File: config.mk
export PLATFORM = sky130hd
export DESIGN_NAME = pll_lock_detector
export DESIGN_NICKNAME = d
export VERILOG_FILES = /design/src/rtl/pll_pkg.sv /design/src/rtl/phase_error_accumulator.sv /design/src/rtl/pll_lock_detector.sv
export SDC_FILE = /design/constraint.sdc
export NUM_CORES = 1
export LEC_CHECK = 0
export ABC_AREA = 1
export CAP_MARGIN = 20
export CORE_MARGIN = 2
export CORE_UTILIZATION = 40
export CTS_CLUSTER_DIAMETER = 120
export DETAILED_ROUTE_END_ITERATION = 16
export HOLD_SLACK_MARGIN = 0.05
export SETUP_SLACK_MARGIN = 0.3
export SLEW_MARGIN = 15
export SYNTH_ARGS = -nofsm -noshare
export SYNTH_HDL_FRONTEND = slang
export SYNTH_HIERARCHICAL = 1
export SYNTH_SLANG_ARGS = --single-unit
File: constraint.sdc
create_clock -name clk -period 5.3 [get_ports clk]
set_clock_uncertainty 0.15 [all_clocks]
set_input_delay 0.53 -clock clk [delete_from_list [all_inputs] [get_ports clk]]
set_output_delay 0.53 -clock clk [all_outputs]
set_load 0.005 [all_outputs]
File: src/rtl/pll_pkg.sv
// Shared types and constants for the PLL lock detector: FSM state encoding,
// saturation limits of the signed phase-error measurement and the tolerance test.
package pll_pkg;

    typedef enum logic [1:0] {
        UNLOCKED  = 2'd0,
        ACQUIRING = 2'd1,
        LOCKED    = 2'd2,
        SLIPPING  = 2'd3
    } lock_state_t;

    localparam int PLL_ERR_WIDTH = 8;
    localparam int PLL_ERR_MAX   = (1 << (PLL_ERR_WIDTH - 1)) - 1;
    localparam int PLL_ERR_MIN   = -(1 << (PLL_ERR_WIDTH - 1));

    function automatic int err_max(input int width);
        return (1 << (width - 1)) - 1;
    endfunction

    function automatic int err_min(input int width);
        return -(1 << (width - 1));
    endfunction

    // Signed window test; the most negative code can never pass because its magnitude is unrepresentable.
    function automatic logic within_tolerance(input int err, input int tol);
        return (err <= tol) && (err >= -tol);
    endfunction

endpackage

File: src/rtl/phase_error_accumulator.sv
// Signed saturating up/down accumulator of PFD activity; restarts on each reference
// edge and optionally publishes the completed period's error with a one-cycle valid.
module phase_error_accumulator #(
    parameter int ERR_WIDTH = 8
) (
    input  logic                        clk,
    input  logic                        reset,
    input  logic                        up,
    input  logic                        down,
    input  logic                        sample,
    input  logic                        publish,
    output logic signed [ERR_WIDTH-1:0] acc,
    output logic signed [ERR_WIDTH-1:0] error,
    output logic                        error_valid
);

    localparam logic signed [ERR_WIDTH-1:0] ACC_MAX = {1'b0, {(ERR_WIDTH-1){1'b1}}};
    localparam logic signed [ERR_WIDTH-1:0] ACC_MIN = {1'b1, {(ERR_WIDTH-1){1'b0}}};
    localparam logic signed [ERR_WIDTH-1:0] ONE     = {{(ERR_WIDTH-1){1'b0}}, 1'b1};

    logic                        inc;
    logic                        dec;
    logic signed [ERR_WIDTH-1:0] contrib;
    logic signed [ERR_WIDTH-1:0] acc_next;

    // Up and down together is the PFD reset overlap and contributes nothing.
    assign inc = up & ~down;
    assign dec = down & ~up;

    always_comb begin
        contrib  = '0;
        acc_next = acc;
        if (inc) begin
            contrib = ONE;
            if (acc != ACC_MAX) acc_next = acc + ONE;
        end else if (dec) begin
            contrib = '1;
            if (acc != ACC_MIN) acc_next = acc - ONE;
        end
    end

    always_ff @(posedge clk or negedge reset) begin
        if (!reset) begin
            acc         <= '0;
            error       <= '0;
            error_valid <= 1'b0;
        end else begin
            error_valid <= 1'b0;
            if (sample) begin
                acc <= contrib;
                if (publish) begin
                    error       <= acc;
                    error_valid <= 1'b1;
                end
            end else begin
                acc <= acc_next;
            end
        end
    end

endmodule

File: src/rtl/pll_lock_detector.sv
// Lock detector downstream of the PFD: per-reference-period phase error, lock/unlock
// hysteresis FSM and a missing-reference timeout. State is exposed on state_dbg.
module pll_lock_detector
    import pll_pkg::*;
#(
    parameter int ERR_WIDTH      = PLL_ERR_WIDTH,
    parameter int LOCK_TOLERANCE = 2,
    parameter int LOCK_COUNT     = 16,
    parameter int UNLOCK_COUNT   = 4,
    parameter int TIMEOUT_CYCLES = 1024
) (
    input  logic                        clk,
    input  logic                        reset,
    input  logic                        reference_clk_digital,
    input  logic                        input_up_digital,
    input  logic                        input_down_digital,
    output logic                        output_lock_digital,
    output logic signed [ERR_WIDTH-1:0] output_phase_error,
    output logic                        output_error_valid,
    output logic                        output_timeout,
    output lock_state_t                 state_dbg
);

    localparam int RUN_MAX = (LOCK_COUNT > UNLOCK_COUNT) ? LOCK_COUNT : UNLOCK_COUNT;
    localparam int RUN_W   = $clog2(RUN_MAX + 1);
    localparam int GAP_W   = $clog2(TIMEOUT_CYCLES + 1);

    localparam logic [RUN_W-1:0] RUN_SAT  = RUN_W'(RUN_MAX);
    localparam logic [RUN_W-1:0] LOCK_N   = RUN_W'(LOCK_COUNT);
    localparam logic [RUN_W-1:0] UNLOCK_N = RUN_W'(UNLOCK_COUNT);
    localparam logic [GAP_W-1:0] GAP_FULL = GAP_W'(TIMEOUT_CYCLES);
    localparam logic [GAP_W-1:0] GAP_LAST = GAP_W'(TIMEOUT_CYCLES - 1);

    lock_state_t                 state;
    logic                        ref_q;
    logic                        ref_edge;
    logic                        first_edge;
    logic [RUN_W-1:0]            run_cnt;
    logic [RUN_W-1:0]            run_inc;
    logic [GAP_W-1:0]            gap_cnt;
    logic                        timeout_fire;
    logic                        good;
    logic signed [ERR_WIDTH-1:0] err_acc;

    assign ref_edge     = reference_clk_digital & ~ref_q;
    assign timeout_fire = ~ref_edge && (gap_cnt == GAP_LAST);
    assign good         = within_tolerance(int'(err_acc), LOCK_TOLERANCE);
    assign run_inc      = (run_cnt == RUN_SAT) ? run_cnt : run_cnt + 1'b1;
    assign state_dbg    = state;

    phase_error_accumulator #(
        .ERR_WIDTH(ERR_WIDTH)
    ) u_acc (
        .clk        (clk),
        .reset      (reset),
        .up         (input_up_digital),
        .down       (input_down_digital),
        .sample     (ref_edge),
        .publish    (ref_edge & ~first_edge),
        .acc        (err_acc),
        .error      (output_phase_error),
        .error_valid(output_error_valid)
    );

    always_ff @(posedge clk or negedge reset) begin
        if (!reset) begin
            ref_q               <= 1'b0;
            state               <= UNLOCKED;
            run_cnt             <= '0;
            gap_cnt             <= '0;
            first_edge          <= 1'b1;
            output_lock_digital <= 1'b0;
            output_timeout      <= 1'b0;
        end else begin
            ref_q <= reference_clk_digital;

            if (ref_edge)                gap_cnt <= '0;
            else if (gap_cnt != GAP_FULL) gap_cnt <= gap_cnt + 1'b1;

            if (timeout_fire) begin
                // The next edge after a lost reference only re-primes the accumulator.
                state               <= UNLOCKED;
                run_cnt             <= '0;
                output_lock_digital <= 1'b0;
                output_timeout      <= 1'b1;
                first_edge          <= 1'b1;
            end else if (ref_edge) begin
                first_edge     <= 1'b0;
                output_timeout <= 1'b0;
                if (!first_edge) begin
                    case (state)
                        UNLOCKED: begin
                            if (good) begin
                                if (LOCK_N <= 1) begin
                                    state               <= LOCKED;
                                    run_cnt             <= '0;
                                    output_lock_digital <= 1'b1;
                                end else begin
                                    state   <= ACQUIRING;
                                    run_cnt <= RUN_W'(1);
                                end
                            end
                        end
                        ACQUIRING: begin
                            if (!good) begin
                                state   <= UNLOCKED;
                                run_cnt <= '0;
                            end else if (run_inc >= LOCK_N) begin
                                state               <= LOCKED;
                                run_cnt             <= '0;
                                output_lock_digital <= 1'b1;
                            end else begin
                                run_cnt <= run_inc;
                            end
                        end
                        LOCKED: begin
                            if (!good) begin
                                if (UNLOCK_N <= 1) begin
                                    state               <= UNLOCKED;
                                    run_cnt             <= '0;
                                    output_lock_digital <= 1'b0;
                                end else begin
                                    state   <= SLIPPING;
                                    run_cnt <= RUN_W'(1);
                                end
                            end
                        end
                        SLIPPING: begin
                            if (good) begin
                                state   <= LOCKED;
                                run_cnt <= '0;
                            end else if (run_inc >= UNLOCK_N) begin
                                state               <= UNLOCKED;
                                run_cnt             <= '0;
                                output_lock_digital <= 1'b0;
                            end else begin
                                run_cnt <= run_inc;
                            end
                        end
                        default: begin
                            state               <= UNLOCKED;
                            run_cnt             <= '0;
                            output_lock_digital <= 1'b0;
                        end
                    endcase
                end
            end
        end
    end

endmodule

==> impl_metrics.yaml <==
layout:
  fill_cells: 636
  n_antenna_cell: 0
  drive_gt1_share_pct: 10.0
  syn_to_final_growth_pct: 13.7
  multi_input_area_um2: 1410
  nNetsFinal: 399
  ff_latch_area_um2: 977
worst_setup_path:
  cp_cell_sequence: "clkdlybuf4s50_1 > inv_1 > ha_1 > inv_1 > fa_1 > nand2_1 > nand2_1 > and2_1 > or2_2 > nand3_1 > a21oi_1"
  critPathLaunchType: "primary input"
  cpPeakStageDelay_ps: 450
  critPathMaxFanout: 8
  reg2reg_from: "gap_cnt[0]$_DFFE_PN0P_"
  path_class: "primary input to flip-flop"
  r2r_end: "state_dbg[0]$_DFFE_PN0P_"
  cp_num_buf_inv: 3
  cp_slowest_cell: "fa_1"
  cp_top_family: "buffers and inverters"
  r2r_cells: 10
  cp-end-kind: "flip-flop"
  cp.required_ps: 5320
  regToRegSetupSlack_ps: 3120
  critPathArrivalTime_ps: 2600
logic_synthesis:
  ys_seq_elements: 39
  synth_top_family_by_area: "simple AND/OR/NAND/NOR gates"
  synthMuxAreaShare_pct: 0
  synth_top_area_share_pct: 36.4
  synth_simple_gate_area_share_pct: 37.3
  avgSynthCellArea_um2: 7.28
  yosys.area.top_type: "dfrtp_1"
  ys_top_cells_by_area: "dfrtp_1 (36%), nand2_1 (13%), inv_1 (7.2%), nor2_1 (6.7%), ha_1 (6.7%)"
  seq_area_frac_synth_pct: 37.4
  syn-cell-area_um2: 2620
  synth_xor_area_share_pct: 1.34
  synth_cell_types: 38
  yosys.area_share.adder_pct: 7.46
  syn_nets: 379
  synth_compound_area_share_pct: 7.80
  ys_warn_count: 6
  synth_cells: 359
cts:
  cts_tree: "yes"
  cts_resized: 0
  clk_latency_ps: 300
  cts_made_buffers: 5
  clock-sinks: 39
  clk_pin_slew_ps: 90
  postCtsHoldBufs: 0
  clk_path_buf_depth: 2
  root_buffer: "clkbuf_8"
  post_cts_buffers: 0
  htree_levels: 2
global_route:
  antenna_found_initial: 0
  grt_pass1_vias: 2175
  grt_usage_pct: 16.6
  grt-ovfl-total: 0
  grt_max_degree: 40
  grt_first_pass_wirelength_um: 9810
min_path:
  hp-class: "primary input to asynchronous set/reset pin"
floorplanning:
  pin_count: 18
  initial_core_util_pct: 41.2
  num_rows: 29
  die_w_um: 84.9
  die_h_um: 84.9
  dieArea_um2: 7200
  core_area_um2: 6350
routing:
  wirelength_um: 5330
  firstDrtPassIters: 4
  via_per_inst: 4.84
  vias: 2214
  ant_nets: 0
  wl_per_cell_um: 11.7
  dr.first_iter.drc_count: 123
  drc: 0
pwr:
  p_per_area_nw_per_um2: 438
  irDropWorstVdd_v: 0.000174
  p_leak_uw: 0.00156
  power_uw: 1300
sta:
  postLayoutSetupSlackWorst_ps: 2720
  setup_viol: 0
  fmax_mhz: 388
  worstMarginPinSlew_ps: 894
  drv_slew: 0
  grt_setup_unrepaired: "false"
  setup_tns_ps: 0
  layout_min_cycle_time_ps: 2580
  slew_headroom_pct: 40.4
  hold_violations: 0
  post-route-period-util_pct: 48.7
place:
  dp_hpwl_um: 3930
  portBuffers: 17
  pre_cts_ws_ps: 2410
  routabilityCongestion: 0.852
run:
  maxCapViolCount: 0
outcome:
  outcome: "finished clean"
[layout make-up]
class                      instances  area share (%)
clock inverter                     2            1.30
multi-input combinational        262            47.4
clock buffer                       6            2.78
tap                               77            3.24
sequential                        39            32.9
timing repair buffer              17            5.56
inverter                          54            6.82
[cell families after synthesis]
group           after synthesis
compound gates               39
xor+xnor                      4
fa+ha+maj                    15
buf+inv                      58
flops                        39
simple gates                204
[metal layers]
metal | wire length (µm) | vias to the layer above | global-route usage [%] | share of wire, %
met5 | 0 | - | 0 | 0
met2 | 2470 | 23 | 27.3 | 46
li1 | - | 1174 | - | -
met1 | 2700 | 1015 | 22.1 | 51
met3 | 146 | 2 | 3.40 | 2.7
met4 | 14 | 0 | 5.05 | 0.26
[cells in the mapped netlist, drive strengths merged]
master and number:
a21oi 16, dfrtp 38, nor3b 1, clkbuf 1
and2 1, o21a 1, nand2 100, nor4 1
nand4 9, a31oi 1, xor2 3, nand3 29
fa 1, o211ai 1, a211oi 1, inv 54
nor2 56, buf 3, xnor2 1, dfstp 1
or2 3, ha 14, nand3b 2, nor3 2
o21ai 19
[where the power goes]
part           total [µW]  internal (µW)  switching, µW
clock                 272            155            117
sequential            483            376            106
combinational         546            246            301
total                1300            777            524
[per-stage QoR]
stage | cells | hold WS (ps) | cell area (µm²) | util [%]
floorplan | 359 | 84.4 | 2620 | -
global placement | 449 | 307 | 2850 | 44.9
detailed placement | 449 | 309 | 2850 | 44.9
CTS | 457 | 240 | 2970 | 46.8
global route | 457 | 282 | 2970 | 46.8
finish | 457 | 203 | 2970 | 46.8
[worst max-delay path by stage]
stage | startpoint | end | slack [ps] | cells after the start
finish | input_down_digital | u_acc/acc[4]$_DFFE_PN0P_ | 2720 | 11
global placement | input_down_digital | u_acc/acc[4]$_DFFE_PN0P_ | 2440 | 11
CTS | input_down_digital | u_acc/acc[4]$_DFFE_PN0P_ | 2730 | 11
floorplan | input_down_digital | u_acc/acc[4]$_DFFE_PN0P_ | 3030 | 10
global route | input_down_digital | u_acc/acc[4]$_DFFE_PN0P_ | 2550 | 11
detailed placement | input_down_digital | u_acc/acc[4]$_DFFE_PN0P_ | 2410 | 11
[cells in the final DEF (no fill, tap or decap), types with 6 or more instances in the layout]
master	count
o21ai_0	16
nor2_1	47
nor2_2	6
a21oi_1	16
clkbuf_8	6
ha_1	14
clkdlybuf4s50_1	16
dfrtp_1	38
nand3_1	26
nand2_1	92
nand4_1	7
inv_1	50
[sequential cells by signal, summed over array words and instances, names as in the netlist]
| signal | flops |
|---|---|
| u_acc/error_valid | 1 |
| gap_cnt | 11 |
| run_cnt | 5 |
| u_acc/error | 8 |
| output_timeout | 1 |
| state_dbg | 2 |
| first_edge | 1 |
| ref_q | 1 |
| output_lock_digital | 1 |
| u_acc/acc | 8 |
[worst register-to-register path, cell delays in order, from the launching register on]
cell	delay (ps)
dfrtp_1	400
ha_1	180
nand2_1	100
nor2_4	150
nand4_2	380
nand3_1	350
nand2_4	70
nor2_4	120
nand2_2	60
nand2_1	60
nand2_1	50
(Power assumes the default switching activity.)
